--- src/rtl/clb_pkg.sv ---
// Shared CLB configuration constants and types.
// Used by the LUT and by other configuration elements in the CLB.
package clb_pkg;

   // Default configuration stream word width.
   parameter int unsigned CONFIG_WIDTH_DEF = 8;

   // Position of the fracture-mode flag inside the mode word.
   parameter int unsigned FRAC_MODE_BIT = 0;

   typedef enum logic {
      ModeSingle = 1'b0,  // one INPUTS-input LUT
      ModeFrac   = 1'b1   // two (INPUTS-1)-input LUTs sharing the low address bits
   } lut_mode_e;

endpackage

--- src/rtl/lut_frac_if.sv ---
// Bus bundle of the fracturable LUT.
//   config_en/config_in : config stream into the LUT
//   config_out          : oldest chain word, feeds the next LUT in the chain
//   config_done         : all config words received since reset
//   frac_mode           : stored mode flag
//   addr                : LUT address
//   out_a/out_b         : primary and second fractured outputs
// master = driver of the LUT (fabric/bench), slave = the LUT itself.
interface lut_frac_if #(
   parameter int unsigned INPUTS       = 4,
   parameter int unsigned CONFIG_WIDTH = clb_pkg::CONFIG_WIDTH_DEF
) ();

   logic                    config_en;
   logic [CONFIG_WIDTH-1:0] config_in;
   logic [CONFIG_WIDTH-1:0] config_out;
   logic                    config_done;
   logic                    frac_mode;
   logic [INPUTS-1:0]       addr;
   logic                    out_a;
   logic                    out_b;

   modport master (
      output config_en, config_in, addr,
      input  config_out, config_done, frac_mode, out_a, out_b
   );

   modport slave (
      input  config_en, config_in, addr,
      output config_out, config_done, frac_mode, out_a, out_b
   );

endinterface

--- src/rtl/cfg_shift_chain.sv ---
// Generic configuration shift chain: NumWords x Width register chain with a
// saturating accepted-word counter and a registered done flag.
//   clk_i   : clock, all updates on rising edge
//   rst_i   : synchronous active-high reset, wins over en_i
//   en_i    : shift enable, one word accepted per cycle while high
//   data_i  : word shifted into position 0
//   data_o  : word at the far end of the chain (daisy-chain output)
//   words_o : all chain words, word k at bits [k*Width +: Width]
//   done_o  : NumWords words accepted since reset (sticky until reset)
module cfg_shift_chain #(
   parameter int unsigned NumWords = 3,
   parameter int unsigned Width    = 8
) (
   input  logic                      clk_i,
   input  logic                      rst_i,
   input  logic                      en_i,
   input  logic [Width-1:0]          data_i,
   output logic [Width-1:0]          data_o,
   output logic [NumWords*Width-1:0] words_o,
   output logic                      done_o
);

   localparam int unsigned CntW = $clog2(NumWords + 1);
   localparam logic [CntW-1:0] CntMax = CntW'(NumWords);

   logic [NumWords-1:0][Width-1:0] words_q, words_d;
   logic [CntW-1:0]                cnt_q, cnt_d;
   logic                           done_q, done_d;

   always_comb begin
      words_d = words_q;
      cnt_d   = cnt_q;
      if (en_i) begin
         words_d[0] = data_i;
         for (int k = 1; k < int'(NumWords); k++) begin
            words_d[k] = words_q[k-1];
         end
         // Counter saturates so pass-through traffic never clears done.
         if (cnt_q != CntMax) begin
            cnt_d = cnt_q + CntW'(1);
         end
      end
      done_d = (cnt_d == CntMax);
   end

   always_ff @(posedge clk_i) begin
      if (rst_i) begin
         words_q <= '0;
         cnt_q   <= '0;
         done_q  <= 1'b0;
      end else begin
         words_q <= words_d;
         cnt_q   <= cnt_d;
         done_q  <= done_d;
      end
   end

   assign data_o  = words_q[NumWords-1];
   assign words_o = words_q;
   assign done_o  = done_q;

endmodule

--- src/rtl/lut_frac.sv ---
// Fracturable LUT. Truth table and mode word are loaded through a daisy-chainable
// config shift chain (mode word first, truth table low word last).
//   config_clk : sole clock
//   config_rst : synchronous active-high reset
//   bus        : lut_frac_if slave (config stream, chain output, done, mode, lookup)
// Outputs stay 0 until the whole configuration has been received.
module lut_frac
   import clb_pkg::*;
#(
   parameter int unsigned INPUTS       = 4,
   parameter int unsigned CONFIG_WIDTH = CONFIG_WIDTH_DEF
) (
   input logic       config_clk,
   input logic       config_rst,
   lut_frac_if.slave bus
);

   localparam int unsigned MEM_SIZE  = 2 ** INPUTS;
   localparam int unsigned MEM_WORDS = MEM_SIZE / CONFIG_WIDTH;
   localparam int unsigned NUM_WORDS = MEM_WORDS + 1;

   if (INPUTS < 2) begin : g_bad_inputs
      $error("lut_frac: INPUTS must be >= 2");
   end
   if ((MEM_SIZE % CONFIG_WIDTH) != 0) begin : g_bad_width
      $error("lut_frac: 2**INPUTS must be a multiple of CONFIG_WIDTH");
   end

   logic [NUM_WORDS*CONFIG_WIDTH-1:0] chain_words;
   logic                              cfg_done;
   logic [MEM_SIZE-1:0]               mem;
   logic [CONFIG_WIDTH-1:0]           mode_word;
   lut_mode_e                         mode;
   logic [INPUTS-2:0]                 half_addr;
   logic                              out_a, out_b;
   logic                              unused_mode_rsvd;

   cfg_shift_chain #(
      .NumWords (NUM_WORDS),
      .Width    (CONFIG_WIDTH)
   ) u_chain (
      .clk_i   (config_clk),
      .rst_i   (config_rst),
      .en_i    (bus.config_en),
      .data_i  (bus.config_in),
      .data_o  (bus.config_out),
      .words_o (chain_words),
      .done_o  (cfg_done)
   );

   // Words 0..MEM_WORDS-1 form the truth table (word 0 lowest); the top word is the mode word.
   assign mem       = chain_words[MEM_SIZE-1:0];
   assign mode_word = chain_words[MEM_WORDS*CONFIG_WIDTH +: CONFIG_WIDTH];
   assign mode      = lut_mode_e'(mode_word[FRAC_MODE_BIT]);
   // Reserved mode bits are carried by the chain but have no function here.
   assign unused_mode_rsvd = ^mode_word;

   assign half_addr = bus.addr[INPUTS-2:0];

   always_comb begin
      out_a = 1'b0;
      out_b = 1'b0;
      if (cfg_done) begin
         unique case (mode)
            ModeSingle: out_a = mem[bus.addr];
            ModeFrac: begin
               // Lower half of the table drives out_a, upper half out_b; addr MSB ignored.
               out_a = mem[{1'b0, half_addr}];
               out_b = mem[{1'b1, half_addr}];
            end
            default: ;
         endcase
      end
   end

   assign bus.out_a       = out_a;
   assign bus.out_b       = out_b;
   assign bus.config_done = cfg_done;
   assign bus.frac_mode   = mode_word[FRAC_MODE_BIT];

endmodule

--- src/flat_wrapper.sv ---
// flat-port wrapper written by rule: the top's interface ports become plain ports
module lut_frac_flat import clb_pkg::*;
#(
   parameter int unsigned INPUTS       = 4,
   parameter int unsigned CONFIG_WIDTH = CONFIG_WIDTH_DEF
)
  (config_clk, config_rst, bus_config_en, bus_config_in, bus_addr, bus_config_out, bus_config_done, bus_frac_mode, bus_out_a, bus_out_b);
  lut_frac_if #(.INPUTS(INPUTS), .CONFIG_WIDTH(CONFIG_WIDTH)) bus_i ();
  input logic config_clk;
  input logic config_rst;
  input wire logic [$bits(bus_i.config_en)-1:0] bus_config_en;
  input wire logic [$bits(bus_i.config_in)-1:0] bus_config_in;
  input wire logic [$bits(bus_i.addr)-1:0] bus_addr;
  output wire logic [$bits(bus_i.config_out)-1:0] bus_config_out;
  output wire logic [$bits(bus_i.config_done)-1:0] bus_config_done;
  output wire logic [$bits(bus_i.frac_mode)-1:0] bus_frac_mode;
  output wire logic [$bits(bus_i.out_a)-1:0] bus_out_a;
  output wire logic [$bits(bus_i.out_b)-1:0] bus_out_b;
  assign bus_i.config_en = bus_config_en;
  assign bus_i.config_in = bus_config_in;
  assign bus_i.addr = bus_addr;
  assign bus_config_out = bus_i.config_out;
  assign bus_config_done = bus_i.config_done;
  assign bus_frac_mode = bus_i.frac_mode;
  assign bus_out_a = bus_i.out_a;
  assign bus_out_b = bus_i.out_b;
  lut_frac #(.INPUTS(INPUTS), .CONFIG_WIDTH(CONFIG_WIDTH)) u_core (.config_clk(config_clk), .config_rst(config_rst), .bus(bus_i));
endmodule
--- config.mk ---
export PLATFORM = sky130hd
export DESIGN_NAME = lut_frac_flat
export DESIGN_NICKNAME = d
export VERILOG_FILES = /design/src/rtl/clb_pkg.sv /design/src/rtl/lut_frac_if.sv /design/src/rtl/cfg_shift_chain.sv /design/src/rtl/lut_frac.sv /design/src/flat_wrapper.sv
export SDC_FILE = /design/constraint.sdc
export NUM_CORES = 1
export LEC_CHECK = 0
export CORE_MARGIN = 2
export CORE_UTILIZATION = 25
export DETAILED_ROUTE_END_ITERATION = 12
export GPL_ROUTABILITY_DRIVEN = 0
export GPL_TIMING_DRIVEN = 0
export SETUP_SLACK_MARGIN = 0.5
export SLEW_MARGIN = 20
export SYNTH_ARGS = -nofsm -noshare
export SYNTH_HDL_FRONTEND = slang
export SYNTH_SLANG_ARGS = --single-unit
--- constraint.sdc ---
create_clock -name config_clk -period 1.75 [get_ports config_clk]
set_input_delay 0.35 -clock config_clk [delete_from_list [all_inputs] [get_ports config_clk]]
set_output_delay 0.35 -clock config_clk [all_outputs]
set_load 0.02 [all_outputs]
==> results of run 1 <==
## critical path, stage by stage (launching register included)
cell	delay (ns)
dfxtp_2	0.33
mux4_2	0.50
o22ai_4	0.14
o22ai_2	0.11
buf_6	0.15
## timing repair
| item | CTS | global route |
|---|---|---|
| pin swaps | 4 | 0 |
| setup buffers | 6 | 1 |
| hold endpoints to repair | 0 | 0 |
| setup endpoints to repair | 12 | 7 |
| resized for setup | 73 | 4 |
| gates cloned | 0 | 0 |
## power breakdown
group	switching (mW)	internal, mW
sequential	0.0184	0.638
clock	0.177	0.163
combinational	0.0747	0.0863
## synth_stat cells (all sizes together), types with 2 or more instances
master,number,area share
nor2,28,0.090
dfxtp,27,0.46
mux2i,26,0.22
buf,12,0.074
clkbuf,3,0.0097
inv,3,0.0097
mux2,2,0.023
mux4,2,0.039
o22ai,2,0.011
o311ai,2,0.015
## state kept, by name, indices dropped and copies added (netlist names)
name / cells
u_core.u_chain.done_o: 1
u_core.u_chain.cnt_q: 2
u_core.u_chain.data_o: 8
u_core.u_chain.words_o: 16
## cell type report
cell class,instances,area (sq um),share of cell area
Buffer,15,105,0.0659
Inverter,3,11.3,0.00706
Sequential cell,27,554,0.347
Clock buffer,4,45.0,0.0282
Multi-Input combinational cell,69,571,0.358
Tap cell,52,65.1,0.0408
Timing Repair Buffer,30,244,0.153
## layer usage
metal / up-vias / share of wire
met2: 21 / 0.49
met5: - / 0
li1: 448 / -
met1: 417 / 0.44
met3: 5 / 0.050
met4: 0 / 0.014
## stage by stage
stage,util,hold WS (ns),worst slack (ns),cells
floorplan,-,0.430,0.189,114
global placement,0.341,0.443,-1.03,189
detailed placement,0.341,0.453,-1.04,189
CTS,0.358,0.413,-0.0988,199
global route,0.361,0.433,-0.158,200
finish,0.361,0.410,-0.0919,200
## cells by family after synthesis
family | after synthesis | synth area share
muxes | 30 | 0.284
and+or+nand+nor | 30 | 0.101
AOI/OAI and AO/OA | 9 | 0.0579
DFF | 27 | 0.464
buffers and inverters | 18 | 0.0933
## worst min path at each step
| stage | depth (start not counted) | slack (ns) | endpoint |
|---|---|---|---|
| 4_1_cts | 2 | 0.41 | u_core.u_chain.words_o[8]$_SDFFE_PP0P_ |
| 3_3_place_gp | 2 | 0.44 | u_core.u_chain.done_o$_SDFF_PP0_ |
| 6_report | 2 | 0.41 | u_core.u_chain.words_o[8]$_SDFFE_PP0P_ |
| 3_5_place_dp | 2 | 0.45 | u_core.u_chain.done_o$_SDFF_PP0_ |
| 5_1_grt | 2 | 0.43 | u_core.u_chain.data_o[4]$_SDFFE_PP0P_ |
| 2_1_floorplan | 2 | 0.43 | u_core.u_chain.done_o$_SDFF_PP0_ |
==> flow_summary.json, run 1 <==
{
  "status": "finished, violations left",
  "violations": "setup timing",
  "synth-edff-count": 0,
  "arrival_ns": 1.49,
  "p_leak_nw": 0.726,
  "worstPathMaxFanout": 2,
  "cts_max_level": 1,
  "diodes": 0,
  "pin_count": 27,
  "max_freq_ghz": 0.543,
  "antenna_found_initial": 0,
  "use_met3": 0.0222,
  "rsz0062_at_grt": "true",
  "cts_tree": "built",
  "fin_setup_tns_ns": -0.119,
  "maxSlewViolCount": 0,
  "r2r_end": "u_core.u_chain.data_o[0]$_SDFFE_PP0P_",
  "final_common_cell": "nor2_1",
  "worstPathRequired_ns": 1.40,
  "min_path_type": "in2reg",
  "avgViaCountPerCell": 4.46,
  "finalWorstPathRequiredPeriod_ns": 1.84,
  "clkSlewWorstSetupHoldPaths_ns": 0.08,
  "cts.path.max_buffers": 2,
  "skew_ns": 0.00113,
  "maxCapViolations": 0,
  "grt_pass1_vias": 918,
  "drt-total-wl_mm": 2.49,
  "cp-endpoint": "bus_out_a",
  "synthFlopType": "dfxtp_1",
  "antenna_left": 0,
  "avgSynthCellArea_sq_um": 10.2,
  "placed_area_sq_um": 1500,
  "cts_root_buffer": "clkbuf_8",
  "ctsHoldBuffers": 0,
  "yosys_warnings": 0,
  "grt_overflow_total": 0,
  "r2r_start": "u_core.u_chain.data_o[0]$_SDFFE_PP0P_",
  "worstMarginPinSlew_ns": 0.500,
  "nets": 164,
  "vdd_drop_max_mv": 0.305,
  "drc": 0,
  "slew_headroom": 0.667,
  "r2r_setup_slack_ns": 0.85,
  "detail_route.wl_per_cell_um": 12.4,
  "fillers": 452,
  "setup_violations": 2,
  "clkSinkCount": 27,
  "setup_ws_ns": -0.0919,
  "place_hpwl_mm": 1.88,
  "io_buffer_count": 23,
  "rr_worst_depth": 4,
  "cts_buffers": 3,
  "synthesis.nets": 129,
  "hold_violations": 0,
  "vias": 891,
  "cp-start-kind": "register",
  "drt_pass1_iterations": 4,
  "final_cell_mix": "nor2_1 (27), mux2i_1 (26), dfxtp_1 (18)",
  "die_h_um": 72.3,
  "area_growth_pct": 36.8,
  "synth_area_sq_um": 1170,
  "clk_latency_ns": 0.27,
  "cp-end-kind": "output pin",
  "die_x_um": 72.3,
  "ys_seq_elements": 27,
  "yosysUniqueCellTypes": 20,
  "initial_utilization": 0.264,
  "drtIter0Drc": 25,
  "netlist_instances": 114,
  "synth-async-reset-ratio": 0,
  "drive_above_1_share": 0.365,
  "grt_pass1_wl_mm": 4.24,
  "power.total_mw": 1.16,
  "grt_max_degree": 15,
  "grt_usage": 0.105,
  "grt_use_met1": 0.131,
  "crit_type": "reg2out",
  "cp-startpoint": "u_core.u_chain.words_o[15]$_SDFFE_PP0P_",
  "rows": 24,
  "die_area_sq_um": 5230,
  "min_from": "config_rst",
  "synth_seq_area_share": 0.464,
  "powerDensity_nw_per_um2": 725,
  "top_usage_layer": "met2",
  "grtUsageMet2": 0.178,
  "core_sq_um": 4410,
  "stdcell_area_sq_um": 1600,
  "fin_crit_sh": 1.05
}
(Power assumes the default switching activity.)
==> run 2, diff against run 1 <==
--- a/config.mk
+++ b/config.mk
@@ -6,9 +6,9 @@
 export NUM_CORES = 1
 export LEC_CHECK = 0
 export CORE_MARGIN = 2
-export CORE_UTILIZATION = 25
+export CORE_UTILIZATION = 30
 export DETAILED_ROUTE_END_ITERATION = 12
-export GPL_ROUTABILITY_DRIVEN = 0
+export GPL_ROUTABILITY_DRIVEN = 1
 export GPL_TIMING_DRIVEN = 0
 export SETUP_SLACK_MARGIN = 0.5
 export SLEW_MARGIN = 20
==> run 2 against run 1 <==
Net effect: critical path type unchanged; largest cell class unchanged; power up 0.50%; clock skew grew 0.00095 ns; via count shrank 1.2%; routed wire length up 0.72%; critical endpoint unchanged; clock power increased by 2%; setup slack lost 0.018 ns; first-iteration DRC count shrank 28%; final cell count down 3.5%; register-to-register slack better by 0.08 ns; highest routed layer unchanged; die area decreased by 16%; critical path depth is the same; the flow still finishes with violations (setup timing).
==> flow_summary.json, run 2 (synthesis gave the netlist of run 1 again) <==
{
  "detail_route.wl_per_cell_um": 13.0,
  "cp-start-kind": "register",
  "finalNonFillerCells": 193,
  "rsz0062_at_grt": "true",
  "p_leak_nw": 0.708,
  "diodes": 0,
  "grt_pass1_vias": 913,
  "vdd_drop_max_mv": 0.340,
  "maxSlewViolCount": 0,
  "hold_violations": 0,
  "drc": 0,
  "cp-end-kind": "output pin",
  "initial_utilization": 0.316,
  "p_seq_frac": 0.564,
  "slew_headroom": 0.654,
  "violations": "setup timing",
  "final_common_cell": "nor2_1",
  "finalWorstPathRequiredPeriod_ns": 1.86,
  "die_x_um": 66.3,
  "nets": 161,
  "gp_congestion": 0.723,
  "die_h_um": 66.3,
  "io_buffer_count": 23,
  "area_growth_pct": 33.8,
  "antenna_left": 0,
  "stdcell_area_sq_um": 1560,
  "status": "finished, violations left",
  "fin_crit_sh": 1.06,
  "r2r_setup_slack_ns": 0.93,
  "cts.path.max_buffers": 2,
  "clk_latency_ns": 0.27,
  "worstMarginPinSlew_ns": 0.519,
  "final_cell_mix": "nor2_1 (27), mux2i_1 (26), dfxtp_1 (19)",
  "drive_above_1_share": 0.345,
  "clkSinkCount": 27,
  "grt_overflow_total": 0,
  "post-route-util": 0.423,
  "power_frac_clock": 0.298,
  "worstPathRequired_ns": 1.40,
  "drt-total-wl_mm": 2.51,
  "cts_tree": "built",
  "grt_usage": 0.125,
  "place_hpwl_mm": 1.86,
  "cts_root_buffer": "clkbuf_8",
  "net-switching-power_uw": 278,
  "p_sw_frac": 0.239,
  "core_sq_um": 3690,
  "internal_power_uw": 885,
  "rows": 22,
  "cts_buffers": 3,
  "setup_ws_ns": -0.110,
  "arrival_ns": 1.51,
  "pin_count": 27,
  "worstPathMaxFanout": 2,
  "min_path_type": "in2reg",
  "setup_violations": 2,
  "vias": 880,
  "dp_cells": 185,
  "skew_ns": 0.00208,
  "p_comb_frac": 0.138,
  "avgViaCountPerCell": 4.56,
  "drtIter0Drc": 18,
  "die_area_sq_um": 4400,
  "maxCapViolations": 0,
  "largest_reg_flops": 16,
  "powerDensity_nw_per_um2": 745,
  "power.total_mw": 1.16,
  "grt_pass1_wl_mm": 4.16,
  "max_freq_ghz": 0.538,
  "drt_pass1_iterations": 4,
  "grt_max_degree": 15,
  "crit_type": "reg2out",
  "clkSlewWorstSetupHoldPaths_ns": 0.08,
  "antenna_found_initial": 0,
  "cts_max_level": 1,
  "placed_area_sq_um": 1500
}
-- run 2: path summary, 6_finish.rpt --
path	startpoint	cells past startpoint	endpoint
setup / recovery	u_core.u_chain.words_o[15]$_SDFFE_PP0P_	4	bus_out_a
hold / removal	config_rst	2	u_core.u_chain.words_o[8]$_SDFFE_PP0P_
hold reg to reg	u_core.u_chain.cnt_q[1]$_SDFF_PP0_	2	u_core.u_chain.done_o$_SDFF_PP0_
setup reg to reg	u_core.u_chain.data_o[0]$_SDFFE_PP0P_	3	u_core.u_chain.data_o[0]$_SDFFE_PP0P_
-- run 2: stage by stage --
step / TNS (ns) / hold slack (ns) / worst slack, ns
floorplan: 0 / 0.430 / 0.189
global placement: -2.01 / 0.446 / -1.05
detailed placement: -2.07 / 0.454 / -1.08
CTS: -0.154 / 0.430 / -0.113
global route: -0.231 / 0.473 / -0.147
finish: -0.146 / 0.414 / -0.110
-- run 2: cell type report --
cell class	count	area (sq um)
fillers	374	2130
multi-input cells	69	571
flip-flops and latches	27	553
repair buffers	27	215
plain buffers	15	105
well taps	48	60.1
clock buffers	4	45.0
inverters	3	11.3
-- run 2: metal layers --
layer / wire length (um) / GRT usage / part of all wire / up-vias
met5: 0 / 0 / 0 / -
met4: 33 / 0.0383 / 0.013 / 0
met1: 1060 / 0.147 / 0.42 / 416
li1: - / - / - / 442
met2: 1310 / 0.229 / 0.52 / 17
met3: 100 / 0.0221 / 0.040 / 5
-- run 2: worst max-delay path: stages, from the launching register on --
cell	delay [ns]
dfxtp_2	0.33
mux4_2	0.50
o22ai_4	0.15
o22ai_2	0.12
buf_6	0.15
-- run 2: timing repair --
item | CTS | global route
buffers inserted | 4 | 0
gates resized for setup | 70 | 4
hold buffers | 0 | 0
pin swaps | 4 | 0
setup endpoints to repair | 12 | 6
-- run 2: power groups by stage --
| stage | Clock [mW] | Sequential, mW | Combinational, mW |
|---|---|---|---|
| 2_1_floorplan | 0 | 0.667 | 0.0991 |
| 3_3_place_gp | 0 | 0.670 | 0.154 |
| 3_5_place_dp | 0 | 0.672 | 0.157 |
| 4_1_cts | 0.360 | 0.656 | 0.163 |
| 5_1_grt | 0.378 | 0.659 | 0.175 |
| 6_report | 0.346 | 0.656 | 0.161 |
==> run 3, diff against run 2 <==
--- a/config.mk
+++ b/config.mk
@@ -6,10 +6,11 @@
 export NUM_CORES = 1
 export LEC_CHECK = 0
 export CORE_MARGIN = 2
-export CORE_UTILIZATION = 30
+export CORE_UTILIZATION = 40
 export DETAILED_ROUTE_END_ITERATION = 12
 export GPL_ROUTABILITY_DRIVEN = 1
 export GPL_TIMING_DRIVEN = 0
+export PLACE_DENSITY = 0.66
 export SETUP_SLACK_MARGIN = 0.5
 export SLEW_MARGIN = 20
 export SYNTH_ARGS = -nofsm -noshare
==> run 3 against run 2 <==
Net effect: the run still ends with setup timing left; via count increased by 0.91%; fmax decreased by 2.3%; routed wire length decreased by 1.7%; largest cell class unchanged; largest power group unchanged.
==> flow_summary.json, run 3 (synthesis gave the netlist of run 1 again) <==
{
  "maxSlewViolCount": 0,
  "clkSinkCount": 27,
  "cp-endpoint": "bus_out_a",
  "path_cells": "mux4_2 -> o2bb2ai_4 -> o22ai_2 -> buf_6",
  "rsz0062_at_grt": "true",
  "largest_reg_flops": 16,
  "nets": 164,
  "worstPathRequired_ns": 1.40,
  "rows": 19,
  "cts_tree": "built",
  "grt_pass1_vias": 888,
  "cp-startpoint": "u_core.u_chain.words_o[7]$_SDFFE_PP0P_",
  "ctsHoldBuffers": 0,
  "cts_buffers": 3,
  "die_h_um": 58.0,
  "grt_usage": 0.155,
  "slew_headroom": 0.670,
  "antenna_found_initial": 0,
  "cts_root_buffer": "clkbuf_4",
  "cp_slowest_stage_delay_ns": 0.50,
  "io_buffer_count": 23,
  "drtIter0Drc": 18,
  "drt_pass1_iterations": 4,
  "drc": 0,
  "core_sq_um": 2760,
  "cp-end-kind": "output pin",
  "p_leak_nw": 0.727,
  "initial_utilization": 0.423,
  "grt_max_degree": 15,
  "r2r_end": "u_core.u_chain.words_o[15]$_SDFFE_PP0P_",
  "gp_congestion": 0.741,
  "finalWorstPathRequiredPeriod_ns": 1.90,
  "max_freq_ghz": 0.525,
  "path_depth": 4,
  "final_cell_mix": "nor2_1 (27), mux2i_1 (26), buf_6 (19)",
  "vdd_drop_max_mv": 0.539,
  "detail_route.wl_per_cell_um": 13.8,
  "skew_ns": 0.00780,
  "worstPathMaxFanout": 3,
  "drive_above_1_share": 0.412,
  "die_area_sq_um": 3360,
  "clkSlewWorstSetupHoldPaths_ns": 0.15,
  "worstMarginPinSlew_ns": 0.495,
  "diodes": 0,
  "avgViaCountPerCell": 4.96,
  "hold_violations": 0,
  "powerDensity_nw_per_um2": 667,
  "min_from": "config_rst",
  "cp.buffers_inverters": 1,
  "vias": 888,
  "arrival_ns": 1.55,
  "antenna_left": 0,
  "cp_slowest_cell": "mux4_2",
  "cts_max_level": 1,
  "fin_setup_tns_ns": -0.240,
  "die_x_um": 58.0,
  "cts.path.max_buffers": 2,
  "grt_pass1_wl_mm": 4.03,
  "area_growth_pct": 40.8,
  "pin_count": 27,
  "crit_family": "multiplexers",
  "post-route-util": 0.595,
  "drt-total-wl_mm": 2.46,
  "grt_overflow_total": 0,
  "clk_latency_ns": 0.32,
  "setup_violations": 2,
  "place_hpwl_mm": 1.71,
  "crit_type": "reg2out",
  "r2r_setup_slack_ns": 0.96,
  "rr_worst_depth": 3,
  "violations": "setup timing",
  "status": "finished, violations left",
  "maxCapViolations": 0,
  "cp-start-kind": "register",
  "fin_crit_sh": 1.09,
  "setup_ws_ns": -0.154,
  "min_path_type": "in2reg",
  "final_common_cell": "nor2_1",
  "r2r_start": "u_core.u_chain.words_o[7]$_SDFFE_PP0P_",
  "fillers": 244
}
==> run 3: worst register-to-register path, delay by kind of cell (launching register included) <==
| kind | cells | cell delay (ns) |
|---|---|---|
| flip-flops | 1 | 0.35 |
| multiplexers | 1 | 0.14 |
| buffers and inverters | 1 | 0.12 |
| AND/OR/NAND/NOR | 1 | 0.06 |
==> run 3: worst min path at each step <==
stage          slack (ns)                                     end  cells past startpoint
2_1_floorplan        0.43        u_core.u_chain.done_o$_SDFF_PP0_                      2
3_3_place_gp         0.45        u_core.u_chain.done_o$_SDFF_PP0_                      2
3_5_place_dp         0.46        u_core.u_chain.done_o$_SDFF_PP0_                      2
4_1_cts              0.36   u_core.u_chain.data_o[6]$_SDFFE_PP0P_                      2
5_1_grt              0.39   u_core.u_chain.data_o[4]$_SDFFE_PP0P_                      2
6_report             0.36  u_core.u_chain.words_o[8]$_SDFFE_PP0P_                      2
==> run 3: per-layer routing <==
layer | routed length [um] | track usage
met2 | 1280 | 0.263
met3 | 105 | 0.0290
met4 | 15 | 0.0498
met1 | 1060 | 0.200
met5 | 0 | 0
==> run 3: final cells by class <==
cell class | count | area, sq um | share of cell area
timing repair buffer | 30 | 285 | 0.174
buffer | 15 | 131 | 0.0800
sequential | 27 | 566 | 0.345
inverter | 3 | 11.3 | 0.00686
multi-input combinational | 69 | 583 | 0.355
clock buffer | 4 | 26.3 | 0.0160
tap | 31 | 38.8 | 0.0236
==> run 3: metrics by stage <==
| step | worst slack, ns | instances | total power, mW | hold WS, ns | area (sq um) |
|---|---|---|---|---|---|
| floorplan | 0.189 | 114 | 0.766 | 0.430 | 1210 |
| global route | -0.225 | 179 | 1.15 | 0.390 | 1640 |
| finish | -0.154 | 179 | 1.10 | 0.360 | 1640 |
| detailed placement | -1.07 | 168 | 0.826 | 0.458 | 1480 |
| CTS | -0.157 | 177 | 1.10 | 0.362 | 1610 |
| global placement | -1.04 | 168 | 0.823 | 0.446 | 1480 |
==> run 3: where the power goes <==
part / internal [mW] / total (mW) / switching (mW) / leakage, nW
clock: 0.0890 / 0.267 / 0.178 / 0.0150
combinational: 0.0925 / 0.172 / 0.0797 / 0.483
sequential: 0.639 / 0.657 / 0.0181 / 0.228
==> run 3: what timing repair did <==
action,in CTS,in global routing
buffers inserted,5,2
pin swaps,2,0
resized for setup,101,4
setup endpoints to repair,12,11
